`src/rtl/vga_pkg.sv`:
```
// Shared timing constants, framebuffer geometry and the sync/blank bundle
// for the 640x480@60 scanout of a 160x120 framebuffer.
package vga_pkg;

  localparam int unsigned HCNT_W   = 10;
  localparam int unsigned VCNT_W   = 10;
  localparam int unsigned FB_W     = 160;
  localparam int unsigned FB_H     = 120;
  localparam int unsigned FB_X_W   = $clog2(FB_W);
  localparam int unsigned FB_Y_W   = $clog2(FB_H);
  localparam int unsigned ADDR_W   = 15;
  localparam int unsigned COLOUR_W = 3;

  localparam logic [HCNT_W-1:0] H_VIS  = 10'd640;
  localparam logic [HCNT_W-1:0] H_FP   = 10'd16;
  localparam logic [HCNT_W-1:0] H_SYNC = 10'd96;
  localparam logic [HCNT_W-1:0] H_BP   = 10'd48;

  localparam logic [VCNT_W-1:0] V_VIS  = 10'd480;
  localparam logic [VCNT_W-1:0] V_FP   = 10'd10;
  localparam logic [VCNT_W-1:0] V_SYNC = 10'd2;
  localparam logic [VCNT_W-1:0] V_BP   = 10'd33;

  localparam logic [HCNT_W-1:0] H_SYNC_START = H_VIS + H_FP;
  localparam logic [HCNT_W-1:0] H_SYNC_END   = H_SYNC_START + H_SYNC;
  localparam logic [HCNT_W-1:0] H_LAST       = H_SYNC_END + H_BP - 10'd1;
  localparam logic [VCNT_W-1:0] V_SYNC_START = V_VIS + V_FP;
  localparam logic [VCNT_W-1:0] V_SYNC_END   = V_SYNC_START + V_SYNC;
  localparam logic [VCNT_W-1:0] V_LAST       = V_SYNC_END + V_BP - 10'd1;

  typedef struct packed {
    logic hs_n;
    logic vs_n;
    logic vis;
  } sync_t;

  localparam sync_t SYNC_IDLE = '{hs_n: 1'b1, vs_n: 1'b1, vis: 1'b0};

  // y*160 + x built from shifts: 160 = 128 + 32.
  function automatic logic [ADDR_W-1:0] fb_index(input logic [FB_Y_W-1:0] y,
                                                 input logic [FB_X_W-1:0] x);
    return (ADDR_W'(y) << 7) + (ADDR_W'(y) << 5) + ADDR_W'(x);
  endfunction

endpackage

```
`src/rtl/vga_timing_gen.sv`:
```
// Free-running h/v raster counters with combinational sync, visible-region,
// frame-start and vblank decode from the current count.
module vga_timing_gen
  import vga_pkg::*;
(
  input  logic              clk,
  input  logic              resetn,
  output logic [FB_X_W-1:0] fb_x_o,
  output logic [FB_Y_W-1:0] fb_y_o,
  output sync_t             sync_o,
  output logic              frame_start_o,
  output logic              in_vblank_o
);

  logic [HCNT_W-1:0] h_q, h_d;
  logic [VCNT_W-1:0] v_q, v_d;

  always_comb begin
    h_d = h_q + HCNT_W'(1);
    v_d = v_q;
    if (h_q == H_LAST) begin
      h_d = '0;
      v_d = (v_q == V_LAST) ? '0 : v_q + VCNT_W'(1);
    end
  end

  always_ff @(posedge clk) begin
    if (!resetn) begin
      h_q <= '0;
      v_q <= '0;
    end else begin
      h_q <= h_d;
      v_q <= v_d;
    end
  end

  always_comb begin
    sync_o.hs_n = !((h_q >= H_SYNC_START) && (h_q < H_SYNC_END));
    sync_o.vs_n = !((v_q >= V_SYNC_START) && (v_q < V_SYNC_END));
    sync_o.vis  = (h_q < H_VIS) && (v_q < V_VIS);
  end

  // Gated by resetn so both flags read 0 while reset is held at (0,0).
  assign frame_start_o = resetn && (h_q == '0) && (v_q == '0);
  assign in_vblank_o   = resetn && (v_q >= V_VIS);

  // 4x replication: each framebuffer pixel covers 4 columns and 4 lines.
  assign fb_x_o = h_q[FB_X_W+1:2];
  assign fb_y_o = v_q[FB_Y_W+1:2];

endmodule

```
`src/rtl/vga_scanout.sv`:
```
// Framebuffer scanout: address generation, 2-stage pin pipeline matching the
// 1-clk framebuffer read latency, and 1-bit to 8-bit colour expansion.
module vga_scanout
  import vga_pkg::*;
(
  input  logic                clk,
  input  logic                resetn,
  output logic [ADDR_W-1:0]   fb_addr,
  output logic                fb_rd_en,
  input  logic [COLOUR_W-1:0] fb_data,
  output logic [7:0]          vga_r,
  output logic [7:0]          vga_g,
  output logic [7:0]          vga_b,
  output logic                vga_hs,
  output logic                vga_vs,
  output logic                vga_blank_n,
  output logic                vga_sync_n,
  output logic                frame_start,
  output logic                in_vblank
);

  logic [FB_X_W-1:0] fb_x;
  logic [FB_Y_W-1:0] fb_y;
  sync_t             sync_now;
  sync_t             sync1_q, sync2_q;
  logic [23:0]       rgb_d, rgb_q;

  vga_timing_gen u_timing (
    .clk           (clk),
    .resetn        (resetn),
    .fb_x_o        (fb_x),
    .fb_y_o        (fb_y),
    .sync_o        (sync_now),
    .frame_start_o (frame_start),
    .in_vblank_o   (in_vblank)
  );

  assign fb_rd_en = sync_now.vis;
  assign fb_addr  = sync_now.vis ? fb_index(fb_y, fb_x) : '0;

  // fb_data lines up with sync1_q; a blanked stage never lets fb_data through.
  always_comb begin
    rgb_d = '0;
    if (sync1_q.vis) begin
      rgb_d = {{8{fb_data[2]}}, {8{fb_data[1]}}, {8{fb_data[0]}}};
    end
  end

  always_ff @(posedge clk) begin
    if (!resetn) begin
      sync1_q <= SYNC_IDLE;
      sync2_q <= SYNC_IDLE;
      rgb_q   <= '0;
    end else begin
      sync1_q <= sync_now;
      sync2_q <= sync1_q;
      rgb_q   <= rgb_d;
    end
  end

  assign vga_r       = rgb_q[23:16];
  assign vga_g       = rgb_q[15:8];
  assign vga_b       = rgb_q[7:0];
  assign vga_hs      = sync2_q.hs_n;
  assign vga_vs      = sync2_q.vs_n;
  assign vga_blank_n = sync2_q.vis;
  assign vga_sync_n  = 1'b0;

endmodule
```
`config.mk`:
```
export PLATFORM = sky130hd
export DESIGN_NAME = vga_scanout
export DESIGN_NICKNAME = d
export VERILOG_FILES = /design/src/rtl/vga_pkg.sv /design/src/rtl/vga_timing_gen.sv /design/src/rtl/vga_scanout.sv
export SDC_FILE = /design/constraint.sdc
export NUM_CORES = 1
export LEC_CHECK = 0
export ABC_AREA = 1
export CAP_MARGIN = 5
export CELL_PAD_IN_SITES_DETAIL_PLACEMENT = 1
export CELL_PAD_IN_SITES_GLOBAL_PLACEMENT = 1
export CORE_MARGIN = 3
export CORE_UTILIZATION = 42
export DETAILED_ROUTE_END_ITERATION = 6
export DONT_BUFFER_PORTS = 1
export PLACE_DENSITY_LB_ADDON = 0.05
export SETUP_SLACK_MARGIN = 0.3
export SLEW_MARGIN = 10
export SYNTH_ARGS = -nofsm -noshare
export SYNTH_HDL_FRONTEND = slang
export SYNTH_SLANG_ARGS = --single-unit
export TNS_END_PERCENT = 30
```
`constraint.sdc`:
```
create_clock -name clk -period 3.3 [get_ports clk]
set_clock_uncertainty 0.2 [all_clocks]
set_input_delay 0.495 -clock clk [delete_from_list [all_inputs] [get_ports clk]]
set_output_delay 0.495 -clock clk [all_outputs]
set_load 0.05 [all_outputs]
```
Yosys cells after proc, flatten, opt, wreduce, memory -nomap -nowiden

Index checks and enable logic that the tools add are counted.

Flip-flop bits (word level): 43
Input bits: 5

Add/subtract/negate cells: 4
Magnitude comparators: 7
Eq/ne operators: 2
Muxes and demuxes: 2
Bitwise gates (word level): 1
Reductions and logical operators: 12

Operators by type and width:

| operator              | count |
|---|---|
| $add 10x1->10 const B | 2 |
| $eq 10x10->1 const B  | 2 |
| $ge 10x9->1 const B   | 2 |
| $logic_not 10->1      | 2 |
| $lt 10x10->1 const B  | 2 |
| $lt 10x9->1 const B   | 2 |
| $add 14x12->15        | 1 |
| $add 15x8->15         | 1 |
| $mux 15               | 1 |
| $ge 10x10->1 const B  | 1 |
| $mux 10               | 1 |
| $logic_and 1x1->1     | 6 |
| $logic_not 1->1       | 2 |
| $reduce_and 2->1      | 1 |
| $reduce_or 2->1       | 1 |
| $not 1->1             | 1 |

Depth between registers and ports, before layout

Depth after elaboration: 3
Depth in mapped cells: 12
Gate-level depth less buffers: 12

Modules after synthesis

Synthesis repeated with hierarchy kept, for this count alone.

Cell total of the unflattened synthesis: 354
Area total of the unflattened synthesis: 2,312.2 µm²

Modules (own cells, without submodules):

| module         | instances | cells an instance | area an instance (µm²) | sequential area each (µm²) |
|---|---|---|---|---|
| vga_timing_gen | 1         | 210               | 1,355.0                | 400.4 |
| vga_scanout    | 1         | 144               | 957.2                  | 180.2 |

Worst setup path before layout

Ideal clock, no wire load.

Kind: register to output
Start point: register u_timing.v_q[2]
End point: output fb_addr[14]
Arrival time: 2.553 ns
Path slack: 0.052 ns
Cell stages (with the launch flop): 11
Path buffers: 0
Cell sequence: dfxtp_1 inv_1 fa_1 fa_1 inv_1 nand3_1 nand2_1 nand2_1 nand2_1 nand2_1 a21oi_1

Longest elaborated chain between the ends: 3

RTL lines:

| element                                                   | line                                | RTL |
|---|---|---|
| start, declared                                           | vga_timing_gen.sv:16                | `logic [VCNT_W-1:0] v_q, v_d;` |
| start signal, assigned                                    | vga_timing_gen.sv:33                | `v_q <= v_d;` |
| $add 14x12->15 / $lt 10x9->1 (equally long branches)      | vga_pkg.sv:42, vga_timing_gen.sv:40 |  |
| $add 15x8->15 / $logic_and 1x1->1 (equally long branches) | vga_pkg.sv:42, vga_timing_gen.sv:40 |  |
| $mux 15 *                                                 | vga_scanout.sv:39                   | `assign fb_addr = sync_now.vis ? fb_index(fb_y, fb_x) : '0;` |
| end, declared                                             | vga_scanout.sv:8                    | `output logic [ADDR_W-1:0] fb_addr,` |

Every way passes the cells marked *; elsewhere a longest branch is shown, timed or not.

Worst setup path in the final report

Ends and elaborated chain as after synthesis.

==> results.json <==
{
  "yosys-top-cells-area": "dfxtp_1, nand2_1, ha_1",
  "finalNonFillerCells": 362,
  "final.setup.tns_ns": 0,
  "port_buffers": 0,
  "finalHoldViolations": 0,
  "initial_core_util_pct": 45.0,
  "hold_depth": 2,
  "syn_to_final_growth_pct": 12.0,
  "cp.required_ns": 2.60,
  "io-pin-count": 51,
  "hp-class": "in2reg",
  "synth_compound_gate_area_share_pct": 7.72,
  "synth_warnings": 0,
  "fin_area_um2": 2270,
  "cap_viol_max_count": 0,
  "finalCriticalPeriod_ns": 2.98,
  "post-place-cells": 349,
  "yosysSeqAreaShare_pct": 28.6,
  "power.total_mw": 0.726,
  "layout_commonest_cell": "nand2_1",
  "cp.arrival_ns": 2.29,
  "ys_seq_elements": 29,
  "htreeDepth": 2,
  "grt_pass1_wl_um": 8240,
  "cts_tree": "yes",
  "grt_util_all_layers_pct": 18.9,
  "rows": 24,
  "final_cell_mix": "nand2_1, nor2_1, inv_1",
  "synth_nets": 329,
  "avgSynthCellArea_um2": 6.65,
  "grt_pass1_vias": 1783,
  "fmax_ghz": 0.335,
  "placed_cell_area_um2": 2050,
  "rrSetupSlack_ns": 1.35,
  "cts_num_sinks": 29,
  "grt_max_degree": 12,
  "maxSlewHeadroom_pct": 26.3,
  "fin_crit_sh_pct": 90.5,
  "ant_nets": 0,
  "worst_slew_pin_slew_ns": 1.11,
  "multiInputGateArea_um2": 1160,
  "r2r-start": "u_timing.h_q[0]",
  "drc": 0,
  "ctsRootBufferMaster": "clkbuf_8",
  "syn_area_um2": 2030,
  "seq_area_um2": 607,
  "wl_per_cell_um": 13.9,
  "startpoint_type": "register",
  "rsz0062_at_grt": "yes",
  "hold_buffers": 0,
  "vias_per_cell": 5.07,
  "gp_congestion": 0.888,
  "antenna_found_initial": 0,
  "synth.area.mux_share_pct": 0,
  "num-fill-cells": 616,
  "clk_pin_slew_ns": 0.07,
  "antennaDiodeCount": 0,
  "die_x_um": 75.5,
  "min_from": "fb_data[2]",
  "r2r_cells": 8,
  "path_max_fanout": 4,
  "clk-insertion-delay-late_ns": 0.28,
  "dr_total_vias": 1835,
  "powerDensity_nw_per_um2": 320,
  "synth_top_family_by_area": "simple AND/OR/NAND/NOR gates",
  "dp.final_hpwl_um": 3800,
  "peakVddDrop_mv": 0.223,
  "yosys.area.top_type_share_pct": 28.6,
  "drt-total-wl_um": 5020,
  "critPathCaptureType": "output pin",
  "yosys.area.top_type": "dfxtp_1",
  "synth_adder_area_share_pct": 12.5,
  "drive_above_1_share_pct": 26.5,
  "slew_violations": 0,
  "cts_buffers": 5,
  "synthCells": 305,
  "dr.pass1.iters": 4,
  "synth_xor_xnor_area_share_pct": 0.864,
  "cp-startpoint": "u_timing.v_q[2]",
  "run_status": "finished, final reports clean",
  "nets": 333,
  "grt-ovfl-total": 0,
  "worst-setup-path-type": "reg2out",
  "die_area_um2": 5700,
  "synth_cell_types": 26,
  "setup_viol": 0,
  "clock_path_buffers": 2,
  "drtIter0Drc": 93,
  "die_h_um": 75.5,
  "p_leak_nw": 1.07,
  "hold_slack_ns": 0.113,
  "synthSimpleGateAreaFrac_pct": 32.5,
  "core_area_um2": 4500
}
## synthesized netlist by cell type
cell,instances
nor2_1,51
or2_2,3
buf_4,22
nor3_1,2
nor2_2,4
xor2_1,2
dfxtp_1,29
a21oi_1,15
o22ai_1,2
nand3_1,15
conb_1,1
nand3_2,1
o21ai_0,4
nand2_1,69
nor4_1,2
buf_6,1
buf_2,1
ha_1,17
nand4_1,5
inv_1,44
o211ai_1,1
fa_1,2
nand2_2,4
a31oi_1,1
inv_2,3
o21ai_2,4
## metrics by stage
stage / util (%) / setup WS, ns
floorplan: - / 0.158
global placement: 45.6 / 0.344
detailed placement: 45.6 / 0.309
CTS: 48.9 / 0.285
global route: 50.4 / 0.173
finish: 50.4 / 0.315
## per-layer routing
metal / share of wire (%) / GRT usage [%] / vias up
li1: - / - / 939
met1: 48 / 27.0 / 848
met2: 45 / 28.9 / 46
met3: 6.9 / 5.01 / 2
met4: 0.36 / 3.88 / 0
met5: 0 / 0 / -
## critical path, cell delays in order, from the launching register on
cell     delay (ns)
dfxtp_4        0.37
inv_4          0.05
fa_2           0.50
fa_2           0.37
inv_2          0.07
nand3_2        0.06
nand2_2        0.11
nand2_2        0.06
nand2_2        0.07
nand2_2        0.06
a21oi_2        0.13
buf_6          0.17
## report_power, final
group,total (mW),internal (mW),switching [mW]
registers,0.402,0.352,0.0500
clock network,0.290,0.145,0.145
logic,0.0337,0.00904,0.0246
total,0.726,0.506,0.219
## what timing repair did
action | in CTS | in global routing
resized for setup | 16 | 20
setup buffers | 4 | 1
gates cloned | 0 | 0
setup endpoints to repair | 6 | 6
pin swaps | 8 | 9
hold endpoints to repair | 0 | 0
## final cells by class
class / instances / share of cell area [%]
inverter: 47 / 7.88
clock inverter: 3 / 0.771
clock buffer: 5 / 3.03
timing repair buffer: 21 / 7.44
sequential: 29 / 26.7
tap: 52 / 2.87
multi-input combinational: 205 / 51.3
## registers in the layout, summed over array words and instances (netlist names)
| register | flops |
|---|---|
| rgb_q | 3 |
| sync1_q | 3 |
| u_timing.h_q | 10 |
| u_timing.v_q | 10 |
| vga_blank_n | 1 |
| vga_hs | 1 |
| vga_vs | 1 |
## cells by family (layout without fill, tap and decap cells)
family,after synthesis,in the layout
AND/OR/NAND/NOR,156,156
AO/OA/AOI/OAI,27,27
adder cells (fa/ha/maj),19,19
XOR/XNOR,2,2
flip-flops,29,29
other,1,1
buffers and inverters,71,76
## worst paths after layout
check,endpoint
worst max-delay path,fb_addr[14]
worst min-delay path,rgb_q[16]
worst max register to register,u_timing.v_q[3]
worst min register to register,vga_vs
(Power assumes the default switching activity.)
